**src/rtl/life_pkg.sv**
```systemverilog
// Shared types and constants for the Game-of-Life generation engine.
package life_pkg;

  // Engine sequencing states. A generation walks:
  // LD_LAST_RD/WT, LD_FIRST_RD/WT, (ROW_RD, ROW_WT, ROW_WR) x (HEIGHT-1),
  // LAST_WR, GEN_END.
  typedef enum logic [3:0] {
    ST_IDLE,
    ST_LD_LAST_RD,
    ST_LD_LAST_WT,
    ST_LD_FIRST_RD,
    ST_LD_FIRST_WT,
    ST_ROW_RD,
    ST_ROW_WT,
    ST_ROW_WR,
    ST_LAST_WR,
    ST_GEN_END
  } state_t;

  // Standard B3/S23 rule masks (bit n = neighbour count n).
  localparam logic [8:0] CONWAY_BIRTH   = 9'b000001000;
  localparam logic [8:0] CONWAY_SURVIVE = 9'b000001100;

  // Neighbour count spans 0..8, so it needs four bits to avoid aliasing 8 to 0.
  localparam int CNT_W = 4;

  // Zero-extend a single cell bit to the neighbour-count width.
  function automatic logic [CNT_W-1:0] bit_to_cnt(input logic b);
    return {{(CNT_W-1){1'b0}}, b};
  endfunction

endpackage

```
**src/rtl/life_row_next.sv**
```systemverilog
// Combinational next-generation row from a three-row window.
// Column edges either wrap (torus) or read as dead cells.
module life_row_next
  import life_pkg::*;
#(
  parameter int WIDTH = 8,
  parameter int WRAP  = 1
) (
  input  logic [WIDTH-1:0] i_prev,
  input  logic [WIDTH-1:0] i_cur,
  input  logic [WIDTH-1:0] i_nxt,
  input  logic [8:0]       i_birth_mask,
  input  logic [8:0]       i_survive_mask,
  output logic [WIDTH-1:0] o_next
);

  // Each row padded with one halo cell on both sides; halo index k+1 is column k.
  logic [WIDTH+1:0] w_p;
  logic [WIDTH+1:0] w_c;
  logic [WIDTH+1:0] w_n;
  logic [CNT_W-1:0] w_cnt [WIDTH];

  assign w_p = {(WRAP != 0) ? i_prev[0] : 1'b0, i_prev, (WRAP != 0) ? i_prev[WIDTH-1] : 1'b0};
  assign w_c = {(WRAP != 0) ? i_cur[0]  : 1'b0, i_cur,  (WRAP != 0) ? i_cur[WIDTH-1]  : 1'b0};
  assign w_n = {(WRAP != 0) ? i_nxt[0]  : 1'b0, i_nxt,  (WRAP != 0) ? i_nxt[WIDTH-1]  : 1'b0};

  // Count the eight neighbours per column and apply the birth/survive rule.
  always_comb begin
    o_next = '0;
    w_cnt  = '{default: '0};
    for (int c = 0; c < WIDTH; c++) begin
      w_cnt[c] = bit_to_cnt(w_p[c]) + bit_to_cnt(w_p[c+1]) + bit_to_cnt(w_p[c+2])
               + bit_to_cnt(w_c[c])                        + bit_to_cnt(w_c[c+2])
               + bit_to_cnt(w_n[c]) + bit_to_cnt(w_n[c+1]) + bit_to_cnt(w_n[c+2]);
      o_next[c] = i_cur[c] ? i_survive_mask[w_cnt[c]] : i_birth_mask[w_cnt[c]];
    end
  end

endmodule

```
**src/rtl/life_gen_engine.sv**
```systemverilog
// In-place Game-of-Life generation sequencer over a single-port row memory.
// Holds a sliding prev/cur/nxt window plus a copy of the original row 0,
// which is needed for the last row after row 0 has been overwritten.
// Handshake: start is accepted only while busy=0; busy stays high until the
// run ends, when done pulses together with the final gen_done and busy drops.
module life_gen_engine
  import life_pkg::*;
#(
  parameter int WIDTH  = 8,
  parameter int HEIGHT = 8,
  parameter int GEN_W  = 8,
  parameter int WRAP   = 1,
  parameter int AW     = $clog2(HEIGHT)
) (
  input  logic             ph1,
  input  logic             reset,
  input  logic             start,
  input  logic             stop,
  input  logic [GEN_W-1:0] gens,
  input  logic [8:0]       birth_mask,
  input  logic [8:0]       survive_mask,
  output logic             busy,
  output logic             gen_done,
  output logic             done,
  output logic [GEN_W-1:0] gen_cnt,
  output logic [AW-1:0]    mem_addr,
  output logic             mem_rd_en,
  input  logic [WIDTH-1:0] mem_rd_data,
  output logic             mem_wr_en,
  output logic [WIDTH-1:0] mem_wr_data,
  output state_t           o_dbg_state
);

  localparam logic [AW-1:0] LAST_ROW = AW'(HEIGHT - 1);
  localparam logic [AW-1:0] PEN_ROW  = AW'(HEIGHT - 2);

  state_t           r_state;
  state_t           w_state_nxt;
  logic [AW-1:0]    r_row;
  logic [WIDTH-1:0] r_prev;
  logic [WIDTH-1:0] r_cur;
  logic [WIDTH-1:0] r_nxt;
  logic [WIDTH-1:0] r_first;
  logic [8:0]       r_birth;
  logic [8:0]       r_survive;
  logic [GEN_W-1:0] r_gens;
  logic [GEN_W-1:0] r_gens_left;
  logic             r_stop_seen;
  logic             r_busy;
  logic             r_gen_done;
  logic             r_done;
  logic [GEN_W-1:0] r_gen_cnt;

  logic [WIDTH-1:0] w_below;
  logic [WIDTH-1:0] w_row_next;
  logic [AW-1:0]    w_addr;
  logic             w_rd_en;
  logic             w_wr_en;
  logic [WIDTH-1:0] w_wr_data;
  logic             w_more;

  // The last row's lower neighbour is the saved original row 0 (or dead rows).
  assign w_below = (r_state == ST_LAST_WR) ? ((WRAP != 0) ? r_first : '0) : r_nxt;

  life_row_next #(
    .WIDTH (WIDTH),
    .WRAP  (WRAP)
  ) u_row_next (
    .i_prev         (r_prev),
    .i_cur          (r_cur),
    .i_nxt          (w_below),
    .i_birth_mask   (r_birth),
    .i_survive_mask (r_survive),
    .o_next         (w_row_next)
  );

  // State register.
  always_ff @(posedge ph1) begin
    if (!reset) r_state <= ST_IDLE;
    else        r_state <= w_state_nxt;
  end

  // Next-state decode and memory command outputs.
  always_comb begin
    w_state_nxt = r_state;
    w_addr      = '0;
    w_rd_en     = 1'b0;
    w_wr_en     = 1'b0;
    w_wr_data   = '0;
    w_more      = 1'b0;
    case (r_state)
      ST_IDLE:        if (start) w_state_nxt = ST_LD_LAST_RD;
      ST_LD_LAST_RD: begin
        w_addr      = LAST_ROW;
        w_rd_en     = 1'b1;
        w_state_nxt = ST_LD_LAST_WT;
      end
      ST_LD_LAST_WT:  w_state_nxt = ST_LD_FIRST_RD;
      ST_LD_FIRST_RD: begin
        w_addr      = '0;
        w_rd_en     = 1'b1;
        w_state_nxt = ST_LD_FIRST_WT;
      end
      ST_LD_FIRST_WT: w_state_nxt = ST_ROW_RD;
      ST_ROW_RD: begin
        w_addr      = r_row + AW'(1);
        w_rd_en     = 1'b1;
        w_state_nxt = ST_ROW_WT;
      end
      ST_ROW_WT:      w_state_nxt = ST_ROW_WR;
      ST_ROW_WR: begin
        w_addr      = r_row;
        w_wr_en     = 1'b1;
        w_wr_data   = w_row_next;
        w_state_nxt = (r_row == PEN_ROW) ? ST_LAST_WR : ST_ROW_RD;
      end
      ST_LAST_WR: begin
        w_addr      = LAST_ROW;
        w_wr_en     = 1'b1;
        w_wr_data   = w_row_next;
        w_state_nxt = ST_GEN_END;
      end
      ST_GEN_END: begin
        // Counted run: continue unless this was the last one.
        // Free run: continue unless stop has been seen (including this cycle).
        if (r_gens != '0) w_more = (r_gens_left != GEN_W'(1));
        else              w_more = !(r_stop_seen || stop);
        w_state_nxt = w_more ? ST_LD_LAST_RD : ST_IDLE;
      end
      default:        w_state_nxt = ST_IDLE;
    endcase
  end

  // Window registers, run configuration, counters and status pulses.
  always_ff @(posedge ph1) begin
    if (!reset) begin
      r_row       <= '0;
      r_prev      <= '0;
      r_cur       <= '0;
      r_nxt       <= '0;
      r_first     <= '0;
      r_birth     <= '0;
      r_survive   <= '0;
      r_gens      <= '0;
      r_gens_left <= '0;
      r_stop_seen <= 1'b0;
      r_busy      <= 1'b0;
      r_gen_done  <= 1'b0;
      r_done      <= 1'b0;
      r_gen_cnt   <= '0;
    end else begin
      r_gen_done <= 1'b0;
      r_done     <= 1'b0;
      if (r_busy && stop) r_stop_seen <= 1'b1;
      case (r_state)
        ST_IDLE: begin
          if (start) begin
            r_gens      <= gens;
            r_gens_left <= gens;
            r_birth     <= birth_mask;
            r_survive   <= survive_mask;
            r_stop_seen <= 1'b0;
            r_busy      <= 1'b1;
            r_row       <= '0;
          end
        end
        ST_LD_LAST_WT:  r_prev <= (WRAP != 0) ? mem_rd_data : '0;
        ST_LD_FIRST_WT: begin
          r_cur   <= mem_rd_data;
          r_first <= mem_rd_data;
        end
        ST_ROW_WT:      r_nxt <= mem_rd_data;
        ST_ROW_WR: begin
          r_prev <= r_cur;
          r_cur  <= r_nxt;
          r_row  <= r_row + AW'(1);
        end
        ST_GEN_END: begin
          r_gen_done <= 1'b1;
          r_gen_cnt  <= r_gen_cnt + GEN_W'(1);
          r_row      <= '0;
          if (r_gens != '0) r_gens_left <= r_gens_left - GEN_W'(1);
          if (!w_more) begin
            r_done      <= 1'b1;
            r_busy      <= 1'b0;
            r_stop_seen <= 1'b0;
          end
        end
        default: ;
      endcase
    end
  end

  assign busy        = r_busy;
  assign gen_done    = r_gen_done;
  assign done        = r_done;
  assign gen_cnt     = r_gen_cnt;
  assign mem_addr    = w_addr;
  assign mem_rd_en   = w_rd_en;
  assign mem_wr_en   = w_wr_en;
  assign mem_wr_data = w_wr_data;
  assign o_dbg_state = r_state;

endmodule
```
**config.mk**
```make
export PLATFORM = sky130hd
export DESIGN_NAME = life_gen_engine
export DESIGN_NICKNAME = d
export VERILOG_FILES = /design/src/rtl/life_pkg.sv /design/src/rtl/life_row_next.sv /design/src/rtl/life_gen_engine.sv
export SDC_FILE = /design/constraint.sdc
export NUM_CORES = 1
export LEC_CHECK = 0
export CELL_PAD_IN_SITES_DETAIL_PLACEMENT = 1
export CELL_PAD_IN_SITES_GLOBAL_PLACEMENT = 1
export CORE_MARGIN = 10
export CORE_UTILIZATION = 47
export CTS_CLUSTER_DIAMETER = 60
export DETAILED_ROUTE_END_ITERATION = 7
export HOLD_SLACK_MARGIN = 0.12
export PLACE_DENSITY = 0.83
export SETUP_SLACK_MARGIN = 0.02
export SLEW_MARGIN = 20
export SYNTH_ARGS = -nofsm -noshare
export SYNTH_HDL_FRONTEND = slang
export SYNTH_SLANG_ARGS = --single-unit
export TNS_END_PERCENT = 30
```
**constraint.sdc**
```tcl
create_clock -name ph1 -period 11.4 [get_ports ph1]
set_clock_uncertainty 0.05 [all_clocks]
set_input_delay 2.28 -clock ph1 [delete_from_list [all_inputs] [get_ports ph1]]
set_output_delay 2.28 -clock ph1 [all_outputs]
set_load 0.03 [all_outputs]
```
==> results.json <==
{
  "status": "completed",
  "fin_ws_ns": 3.141,
  "postCtsHoldBufs": 0,
  "synth_seq_area_share": 0.2645,
  "ctsResizeCount": 0,
  "core.rowCount": 42,
  "path_clk_slew_ns": 0.07,
  "synth.avg_cell_area_sq_um": 8.613,
  "viasPerCell": 6.038,
  "postSynthCellCount": 747,
  "grt_use_total": 0.2260,
  "grt_pass1_wl_um": 33630,
  "leakage_nw": 2.854,
  "drive_gt1_frac": 0.08872,
  "via_count": 5827,
  "cts_root_buf": "clkbuf_16",
  "critical_path.slowest_cell": "or4b_1",
  "grt_max_degree": 43,
  "setup_viol": 0,
  "synth_compound_area_frac": 0.1408,
  "pwr-share-clk": 0.313,
  "antenna_found_initial": 0,
  "cts_buffer_depth": 2,
  "synth-xor-area-share": 0.02587,
  "clkLatencyLatePin_ns": 0.35,
  "cts_setup_buffers": 0,
  "die_h_um": 137,
  "ant_nets": 0,
  "synth_edf_count": 0,
  "numCtsBuffers": 9,
  "async_reset_ff_frac": 0,
  "power_per_cell_area_nw_per_um2": 147.3,
  "grt_pass1_vias": 6461,
  "dp_hpwl_um": 14810,
  "crit_path_start_kind": "flip-flop",
  "p_seq_frac": 0.337,
  "drtPass1Iterations": 7,
  "pin_count": 66,
  "port_buffers": 65,
  "wl_per_cell_um": 21.21,
  "ys.flop_type": "dfxtp_1",
  "synth_area_sq_um": 6434,
  "start_util": 0.4820,
  "drt_iter0_drc": 349,
  "cp_data_arrival_time_ns": 5.93,
  "netSwitchingFraction": 0.3490,
  "totalWireLength_um": 20470,
  "synth_top_family_by_area": "simple AND/OR/NAND/NOR gates",
  "gp_congestion": 0.8934,
  "synth_seq_cells": 85,
  "rsz0062_at_grt": "false",
  "place_ws_ns": 3.683,
  "areaGrowthSynthToFinish_pct": 16.37,
  "end_kind": "primary output",
  "diodes": 0,
  "pwr-share-comb": 0.349,
  "relSlewSlack": 0.3257,
  "final_nets": 883,
  "fmax_ghz": 0.1211,
  "cts.sinks": 85,
  "synth.area.mux_share": 0.1468,
  "hold_viol": 0,
  "ys_warn_count": 0,
  "cp_common_cell": "fa_1",
  "cts_tree": "done",
  "hp-class": "flip-flop to flip-flop",
  "final_util": 0.5609,
  "synth-adder-area-share": 0.1525,
  "die_width_um": 137,
  "overflow": 0,
  "synth_cell_types": 67,
  "cp_top_family": "adder cells",
  "worstPathCellList": "or4b_1 > mux2i_1 > fa_1 > fa_1 > fa_1 > mux4_2 > mux2i_1 > and3b_1 > a2111oi_0 > clkdlybuf4s50_1",
  "switchingPower_w": 0.0003848,
  "worstSetupPathType": "flip-flop to primary output",
  "synthSimpleGateAreaFrac": 0.2038,
  "core_region_area_sq_um": 13350,
  "htree_levels": 3,
  "slew_violations": 0,
  "cp_num_buf_inv": 1,
  "drc": 0,
  "vdd_ir_drop_max_mv": 0.09009,
  "internal_power_w": 0.0007177,
  "tns_ns": 0,
  "cap_violations": 0,
  "required_ns": 9.07,
  "fp.dieArea_sq_um": 18770,
  "max_stage_delay_ns": 0.87,
  "period_share": 0.7244,
  "synth_fp_nets": 846,
  "tightest_slew_ns": 1.004,
  "critPathMaxFanout": 22,
  "layout_min_cycle_time_ns": 8.259
}
[flip-flops by register name, indices dropped and copies added (netlist names), 3 cells and up]
register     count
r_first          8
r_cur            8
r_gens_left      8
r_nxt            8
r_birth          9
r_survive        9
o_dbg_state      4
r_prev           8
gen_cnt          8
r_gens           8
r_row            3
[cells in the mapped netlist (11+ instances only)]
master	number	area [sq um]
a21oi_1	70	350.3
buf_2	16	80.08
clkbuf_1	20	75.07
dfxtp_1	85	1702
fa_1	29	580.6
ha_1	32	400.4
inv_1	58	217.7
mux2_2	11	123.9
mux2i_1	28	280.3
mux4_2	22	495.5
nand2_1	146	548.0
nand3_1	20	100.1
nand4_1	11	68.82
nor2_1	35	131.4
nor2b_1	12	75.07
o21ai_0	12	60.06
xor2_1	13	113.9
[worst min-delay path, cell delays in order, from the launching register on]
cell and delay (ns):
dfxtp_1 0.32, nand2_1 0.05, o22ai_1 0.05
[stage by stage]
step | hold WS (ns) | total power, W | std cells | instance area, sq um
2_1_floorplan | 0.3853 | 0.0006524 | 747 | 6434
3_3_place_gp | 0.3935 | 0.0007323 | 949 | 7132
3_5_place_dp | 0.4145 | 0.0007575 | 949 | 7132
4_1_cts | 0.4236 | 0.001106 | 965 | 7481
5_1_grt | 0.4439 | 0.001168 | 965 | 7487
6_report | 0.4190 | 0.001103 | 965 | 7487
[layer usage]
metal / global-route usage / wire (um) / vias up / part of all wire
met2: 0.3858 / 10180 / 201 / 0.50
li1: - / - / 2710 / -
met3: 0.06122 / 1485 / 46 / 0.073
met1: 0.2625 / 8108 / 2870 / 0.40
met4: 0.09075 / 696 / 0 / 0.034
met5: 0 / 0 / - / 0
[kinds of logic after synthesis]
| family | Yosys count |
|---|---|
| fa+ha+maj | 61 |
| buf+inv | 101 |
| compound gates | 144 |
| flops | 85 |
| xor+xnor | 19 |
| simple gates | 274 |
| mux | 63 |
[cell type report]
class	count	area, sq um
multi-input combinational	561	4322
clock inverter	7	123.9
clock buffer	9	225.2
sequential	85	1702
inverter	59	221.5
fill	1573	5861
timing repair buffer	68	673.1
tap	176	220.2
[path summary, 6_finish.rpt]
path | from | to | slack, ns | depth (start not counted)
max reg2reg | o_dbg_state[3] | r_gens_left[7] | 8.62 | 4
min | r_gens_left[6] | r_gens_left[6] | 0.42 | 2
max | o_dbg_state[3] | mem_wr_data[1] | 3.14 | 10
min reg2reg | r_gens_left[6] | r_gens_left[6] | 0.42 | 2
[power by group through the flow]
stage / sequential (W) / combinational (W) / clock (W)
floorplan: 0.000350 / 0.000302 / 0
global placement: 0.000373 / 0.000359 / 0
detailed placement: 0.000376 / 0.000382 / 0
CTS: 0.000369 / 0.000387 / 0.000350
global route: 0.000375 / 0.000428 / 0.000365
finish: 0.000372 / 0.000385 / 0.000346
[cells in the final DEF, fill, tap and decap left out, drive strengths merged, types with 12 or more instances in the layout]
master	count
a21oi	70
clkdlybuf4s50	65
dfxtp	85
fa	29
ha	32
inv	59
mux2i	30
mux4	22
nand2	146
nand3	20
nor2	36
nor2b	12
o21ai	13
xor2	13
(Power assumes the default switching activity.)
